`src/rtl/full_adder32.sv`:
```
// rtl/full_adder32.sv - registered 32-bit adder built from eight rippled 4-bit carry-lookahead groups
module full_adder32_cla4 (
    input  logic [3:0] a,
    input  logic [3:0] b,
    input  logic       cin,
    output logic [3:0] sum,
    output logic       cout
);

    logic [3:0] g;
    logic [3:0] p;
    logic [3:0] c;

    assign g = a & b;
    assign p = a ^ b;

    // Every in-group carry is a flat sum of products of cin, so depth stays constant.
    assign c[0] = cin;
    assign c[1] = g[0] | (p[0] & cin);
    assign c[2] = g[1] | (p[1] & g[0]) | (p[1] & p[0] & cin);
    assign c[3] = g[2] | (p[2] & g[1]) | (p[2] & p[1] & g[0])
                | (p[2] & p[1] & p[0] & cin);
    assign cout = g[3] | (p[3] & g[2]) | (p[3] & p[2] & g[1])
                | (p[3] & p[2] & p[1] & g[0])
                | (p[3] & p[2] & p[1] & p[0] & cin);

    assign sum = p ^ c;

endmodule

module full_adder32 (
    input  logic        clk,
    input  logic        rst,
    input  logic [31:0] a,
    input  logic [31:0] b,
    input  logic        cin,
    output logic [31:0] sum,
    output logic        cout
);

    logic [8:0]  group_carry;
    logic [31:0] sum_next;

    assign group_carry[0] = cin;

    // Carries ripple group to group; cin -> cout is the critical path.
    for (genvar gi = 0; gi < 8; gi++) begin : g_group
        full_adder32_cla4 u_cla4 (
            .a    (a[gi*4 +: 4]),
            .b    (b[gi*4 +: 4]),
            .cin  (group_carry[gi]),
            .sum  (sum_next[gi*4 +: 4]),
            .cout (group_carry[gi+1])
        );
    end

    always_ff @(posedge clk) begin
        if (rst) begin
            sum  <= 32'h0000_0000;
            cout <= 1'b0;
        end else begin
            sum  <= sum_next;
            cout <= group_carry[8];
        end
    end

endmodule

```
`config.mk`:
```
export PLATFORM = sky130hd
export DESIGN_NAME = full_adder32
export DESIGN_NICKNAME = d
export VERILOG_FILES = /design/src/rtl/full_adder32.sv
export SDC_FILE = /design/constraint.sdc
export NUM_CORES = 1
export LEC_CHECK = 0
export ABC_AREA = 1
export CAP_MARGIN = 20
export CELL_PAD_IN_SITES_DETAIL_PLACEMENT = 0
export CELL_PAD_IN_SITES_GLOBAL_PLACEMENT = 1
export CORE_ASPECT_RATIO = 0.5
export CORE_UTILIZATION = 32
export DETAILED_ROUTE_END_ITERATION = 10
export GPL_ROUTABILITY_DRIVEN = 1
export PLACE_DENSITY_LB_ADDON = 0.1
export SLEW_MARGIN = 30
export SYNTH_ARGS = -nofsm -noshare
export SYNTH_HDL_FRONTEND = slang
export SYNTH_HIERARCHICAL = 1
export SYNTH_SLANG_ARGS = --single-unit
```
`constraint.sdc`:
```
create_clock -name clk -period 10.8 [get_ports clk]
set_clock_uncertainty 0.1 [all_clocks]
set_input_delay 1.62 -clock clk [delete_from_list [all_inputs] [get_ports clk]]
set_output_delay 1.62 -clock clk [all_outputs]
set_load 0.005 [all_outputs]
```
==> results.json, run 1 <==
{
  "synth_enable_flop_cells": 0,
  "ys_seq_area_frac": 0.278,
  "slew-limit-headroom": 0.748,
  "clock_sinks": 33,
  "grt_pass1_vias": 2123,
  "slowest_stage": "fa_1",
  "port_buffers": 99,
  "grt_antenna_before_repair": 0,
  "antennaDiodeCount": 0,
  "netlist_instances": 327,
  "rows": 21,
  "crit_fanout": 4,
  "gp_congestion": 0.790,
  "cts_hold_buf": 0,
  "grt_util_all_layers": 0.140,
  "ys_types": 15,
  "timing.fmax_ghz": 0.175,
  "fin_hold_ws_ns": 2.06,
  "worst_ir_drop_vdd_mv": 0.0815,
  "crit_end": "sum[28]$_SDFF_PP0_",
  "wl_met2_mm": 2.47,
  "cp.arrival_ns": 5.75,
  "fin_setup_tns_ns": 0,
  "placed_cells": 515,
  "ant_nets": 0,
  "filler_cell_count": 672,
  "synth_area_leaders": "dfxtp_1 28%, ha_1 17%, nand2_1 11%",
  "hpwlAfterDp_mm": 4.29,
  "syn_area_um2": 2370,
  "grt_overflow": 0,
  "drv_cap": 0,
  "drc_errors": 0,
  "crit_top_cell": "nand3_1",
  "wl_mm": 5.23,
  "hp-start": "rst",
  "critPathLaunch": "a[1]",
  "rsz0062_at_grt": "false",
  "wl_met1_mm": 2.38,
  "io_pins": 100,
  "dieArea_um2": 7780,
  "syn-num-nets": 434,
  "cts_tree": "yes",
  "drt_pre_antenna_iters": 4,
  "die_h_um": 62.9,
  "grt_pass1_wl_mm": 8.67,
  "top_layer": "met4",
  "grt_max_degree": 34,
  "die_w_um": 124,
  "drt_iter0_markers": 83,
  "cts_made_buffers": 5,
  "drive_above_1_share": 0.0371,
  "cp_data_required_time_ns": 10.85,
  "ys_async_sr_fraction": 0,
  "fin_crit_sh": 0.528,
  "p_per_area_nw_per_um2": 127,
  "yosysTopAreaCellShare": 0.278,
  "avgSynthCellArea_um2": 7.25,
  "yosysMostFrequentCell": "nand2_1",
  "tightest_slew_ns": 0.378,
  "initial_core_util": 0.343,
  "wl_per_cell_um": 10.0,
  "htreeDepth": 2,
  "synth_ff_type": "dfxtp_1",
  "clk_pin_slew_worst_paths_ns": 0.06,
  "ys_warn_count": 6,
  "min_period_ns": 5.70,
  "slew_violations": 0,
  "viasPerCell": 4.34,
  "cp_slowest_stage_delay_ns": 0.42,
  "postCtsSetupRepairBufs": 0,
  "critPathCaptureType": "register",
  "instances_no_fill": 523,
  "root_buffer": "clkbuf_16",
  "cts-resized-gates": 0,
  "critical_path_class": "input port to register",
  "yosysTopAreaCell": "dfxtp_1",
  "ys_seq_elements": 33,
  "fin_nets": 537,
  "setup_viol": 0,
  "finalHoldViolCount": 0,
  "wl_met3_um": 371,
  "vias": 2269,
  "core_area_um2": 6910,
  "clockBufferDepth": 2,
  "power_leakage_nw": 1.83,
  "syn_to_final_growth_pct": 52.5,
  "post_synth_most_frequent_cells": "67 x nand2_1, 65 x inv_1, 39 x nor2_1",
  "hp-class": "input port to register",
  "start_kind": "input port",
  "outcome": "finished, final reports clean"
}
kinds of logic after synthesis:
| group | synth area share |
|---|---|
| buffers and inverters | 0.122 |
| xor gates and xnor gates | 0.0295 |
| and+or+nand+nor | 0.317 |
| adders and majority gates | 0.236 |
| DFF | 0.278 |
| AOI/OAI and AO/OA | 0.0169 |
flip-flops by register name, indices dropped and copies added, names as in the netlist:
signal  flops
sum        32
cout        1
how the worst min path moves through the flow:
| stage | end | slack [ns] | cells after the start |
|---|---|---|---|
| after floorplan | sum[31]$_SDFF_PP0_ | 1.70 | 2 |
| after global placement | sum[14] | 2.22 | 1 |
| after detailed placement | sum[1] | 2.22 | 1 |
| after CTS | sum[2]$_SDFF_PP0_ | 2.06 | 3 |
| after global routing | sum[8]$_SDFF_PP0_ | 2.10 | 4 |
| final | sum[2]$_SDFF_PP0_ | 2.06 | 3 |
worst max-delay path, delay by kind of cell:
| family | cells | cell delay (ns) |
|---|---|---|
| adder cells (fa/ha/maj) | 2 | 0.78 |
| buffers and inverters | 2 | 0.46 |
| AND/OR/NAND/NOR | 29 | 2.85 |
cell usage in the layout (no fill, tap or decap), drive strengths merged, types with 16 or more instances in the layout:
master	n
nor2	41
nand2	72
dfxtp	33
inv	65
ha	32
clkdlybuf4s50	99
nand4	16
nand3	32
report_power, final:
group          internal, mW  switching [mW]  leakage (nW)
registers             0.137         0.00396         0.275
clock network         0.115          0.0536        0.0831
logic                0.0823          0.0665          1.47
routing by layer:
| metal | vias to the layer above | GRT usage |
|---|---|---|
| li1 | 1226 | - |
| met1 | 987 | 0.160 |
| met2 | 54 | 0.253 |
| met3 | 2 | 0.0538 |
| met4 | 0 | 0.00904 |
| met5 | - | 0 |
per-stage QoR:
step,power (mW),cell area (um2),worst slack [ns],util
after floorplan,0.224,2370,5.76,-
after global placement,0.292,3440,4.96,0.498
after detailed placement,0.294,3440,4.83,0.498
after CTS,0.468,3620,5.11,0.523
after global routing,0.494,3620,4.59,0.523
final,0.459,3620,5.10,0.523
cell type report:
cell class | instances | area [um2] | area share
Inverter | 65 | 244 | 0.0675
Tap cell | 92 | 115 | 0.0318
Multi-Input combinational cell | 225 | 1420 | 0.393
Clock buffer | 6 | 139 | 0.0384
Timing Repair Buffer | 100 | 998 | 0.276
Clock inverter | 2 | 37.5 | 0.0104
Sequential cell | 33 | 661 | 0.183
(Power assumes the default switching activity.)
==> run 2: changes to the inputs <==
CORE_UTILIZATION = 27   (was 32)
clock period = 4.8 ns   (was 10.8 ns; I/O delays follow)
==> results.json, run 2 (synthesized netlist as in run 1, its figures left out) <==
{
  "cts_hold_buf": 0,
  "worst_ir_drop_vdd_mv": 0.119,
  "power_leakage_nw": 1.86,
  "gp_congestion": 0.779,
  "start_kind": "input port",
  "clockBufferDepth": 2,
  "wl_per_cell_um": 10.1,
  "wl_mm": 5.58,
  "fin_nets": 545,
  "die_w_um": 135,
  "pre_cts_ws_ns": -0.00715,
  "critPathCaptureType": "register",
  "cts_made_buffers": 5,
  "grt_antenna_before_repair": 0,
  "crit_cells": 33,
  "clock_sinks": 33,
  "port_buffers": 99,
  "outcome": "finished, final reports clean",
  "final_common_cell": "clkdlybuf4s50_1",
  "largest_register_ff_count": 32,
  "drt_pre_antenna_iters": 4,
  "vias": 2321,
  "cp_data_required_time_ns": 4.85,
  "final_area_um2": 3710,
  "p_per_area_nw_per_um2": 264,
  "power.total_mw": 0.980,
  "filler_cell_count": 817,
  "rows": 23,
  "grt_pass1_vias": 2038,
  "cp_num_buf_inv": 2,
  "cts_tree": "yes",
  "post-route-util": 0.449,
  "crit_fanout": 3,
  "slowest_stage": "clkdlybuf4s50_1",
  "instances_no_fill": 551,
  "setup_viol": 0,
  "tightest_slew_ns": 0.392,
  "drv_cap": 0,
  "critPathLaunch": "b[0]",
  "drt_iter0_markers": 57,
  "dieArea_um2": 9190,
  "placed_cells": 542,
  "grt_util_all_layers": 0.127,
  "drc_errors": 0,
  "final_cell_mix": "99 x clkdlybuf4s50_1, 65 x inv_1, 63 x nand2_1",
  "slew-limit-headroom": 0.739,
  "top_regs": "sum: 32 flops, cout: 1 flops",
  "cp_slowest_stage_delay_ns": 0.43,
  "drive_above_1_share": 0.0729,
  "clk_pin_slew_worst_paths_ns": 0.05,
  "initial_core_util": 0.287,
  "grt_overflow": 0,
  "hpwlAfterDp_mm": 4.50,
  "top_register": "sum",
  "io_pins": 100,
  "core_area_um2": 8260,
  "critPathTopFamily": "simple AND/OR/NAND/NOR gates",
  "syn_to_final_growth_pct": 56.5,
  "slew_violations": 0,
  "die_h_um": 68.3,
  "timing.fmax_ghz": 0.226,
  "antennaDiodeCount": 0,
  "root_buffer": "clkbuf_16",
  "viasPerCell": 4.21,
  "crit_top_cell": "nand3_1",
  "finalHoldViolCount": 0,
  "fin_crit_sh": 0.920,
  "crit_end": "sum[28]$_SDFF_PP0_",
  "cp.arrival_ns": 4.47,
  "htreeDepth": 2,
  "critical_path_class": "input port to register",
  "grt_max_degree": 34,
  "finalWorstSetupSlack_ns": 0.382,
  "min_period_ns": 4.42,
  "grt_pass1_wl_mm": 9.00,
  "ant_nets": 0,
  "hp-class": "input port to register",
  "place_area_um2": 3520
}
## run 2: cell types whose count changed in the layout (fill, tap and decap cells not counted), moves of 3 or more
cell,before,now
nand3_1,32,27
nand2_1,67,63
clkbuf_1,0,3
nand2_2,5,9
buf_4,1,9
nand3_2,0,5
## run 2: report_power, final
part / total (mW) / switching, mW / internal [mW]
logic: 0.353 / 0.156 / 0.197
registers: 0.319 / 0.00990 / 0.309
clock network: 0.308 / 0.115 / 0.193
total: 0.980 / 0.281 / 0.699
## run 2: cell type report
| class | instances | area [um2] | share of cell area |
|---|---|---|---|
| multi-input cells | 225 | 1470 | 0.397 |
| flip-flops and latches | 33 | 661 | 0.178 |
| inverters | 65 | 244 | 0.0657 |
| well taps | 112 | 140 | 0.0377 |
| clock buffers | 8 | 136 | 0.0367 |
| repair buffers | 108 | 1060 | 0.285 |
## run 2: per-layer routing
metal	wire length (um)	part of all wire	GRT usage	up-vias
li1	-	-	-	1244
met4	17	0.0030	0.0211	0
met3	416	0.075	0.0474	2
met1	2690	0.48	0.157	1013
met2	2460	0.44	0.216	62
met5	0	0	0	-
## run 2: how the worst min path moves through the flow
stage | from | endpoint | slack (ns) | depth (start not counted)
floorplan | rst | sum[31]$_SDFF_PP0_ | 0.80 | 2
global placement | sum[12]$_SDFF_PP0_ | sum[12] | 1.32 | 1
detailed placement | sum[18]$_SDFF_PP0_ | sum[18] | 1.33 | 1
CTS | b[31] | cout$_SDFF_PP0_ | 1.15 | 6
global route | b[20] | sum[20]$_SDFF_PP0_ | 1.18 | 4
finish | b[31] | cout$_SDFF_PP0_ | 1.16 | 6
## run 2: metrics by stage
step           hold WS [ns]  setup TNS [ns]
2_1_floorplan         0.804               0
3_3_place_gp           1.32               0
3_5_place_dp           1.33        -0.00715
4_1_cts                1.15               0
5_1_grt                1.18         -0.0422
6_report               1.16               0
## run 2: timing repair
action | in CTS | in global routing
setup endpoints to repair | 0 | 5
resized for setup | 0 | 11
buffers inserted | 0 | 1
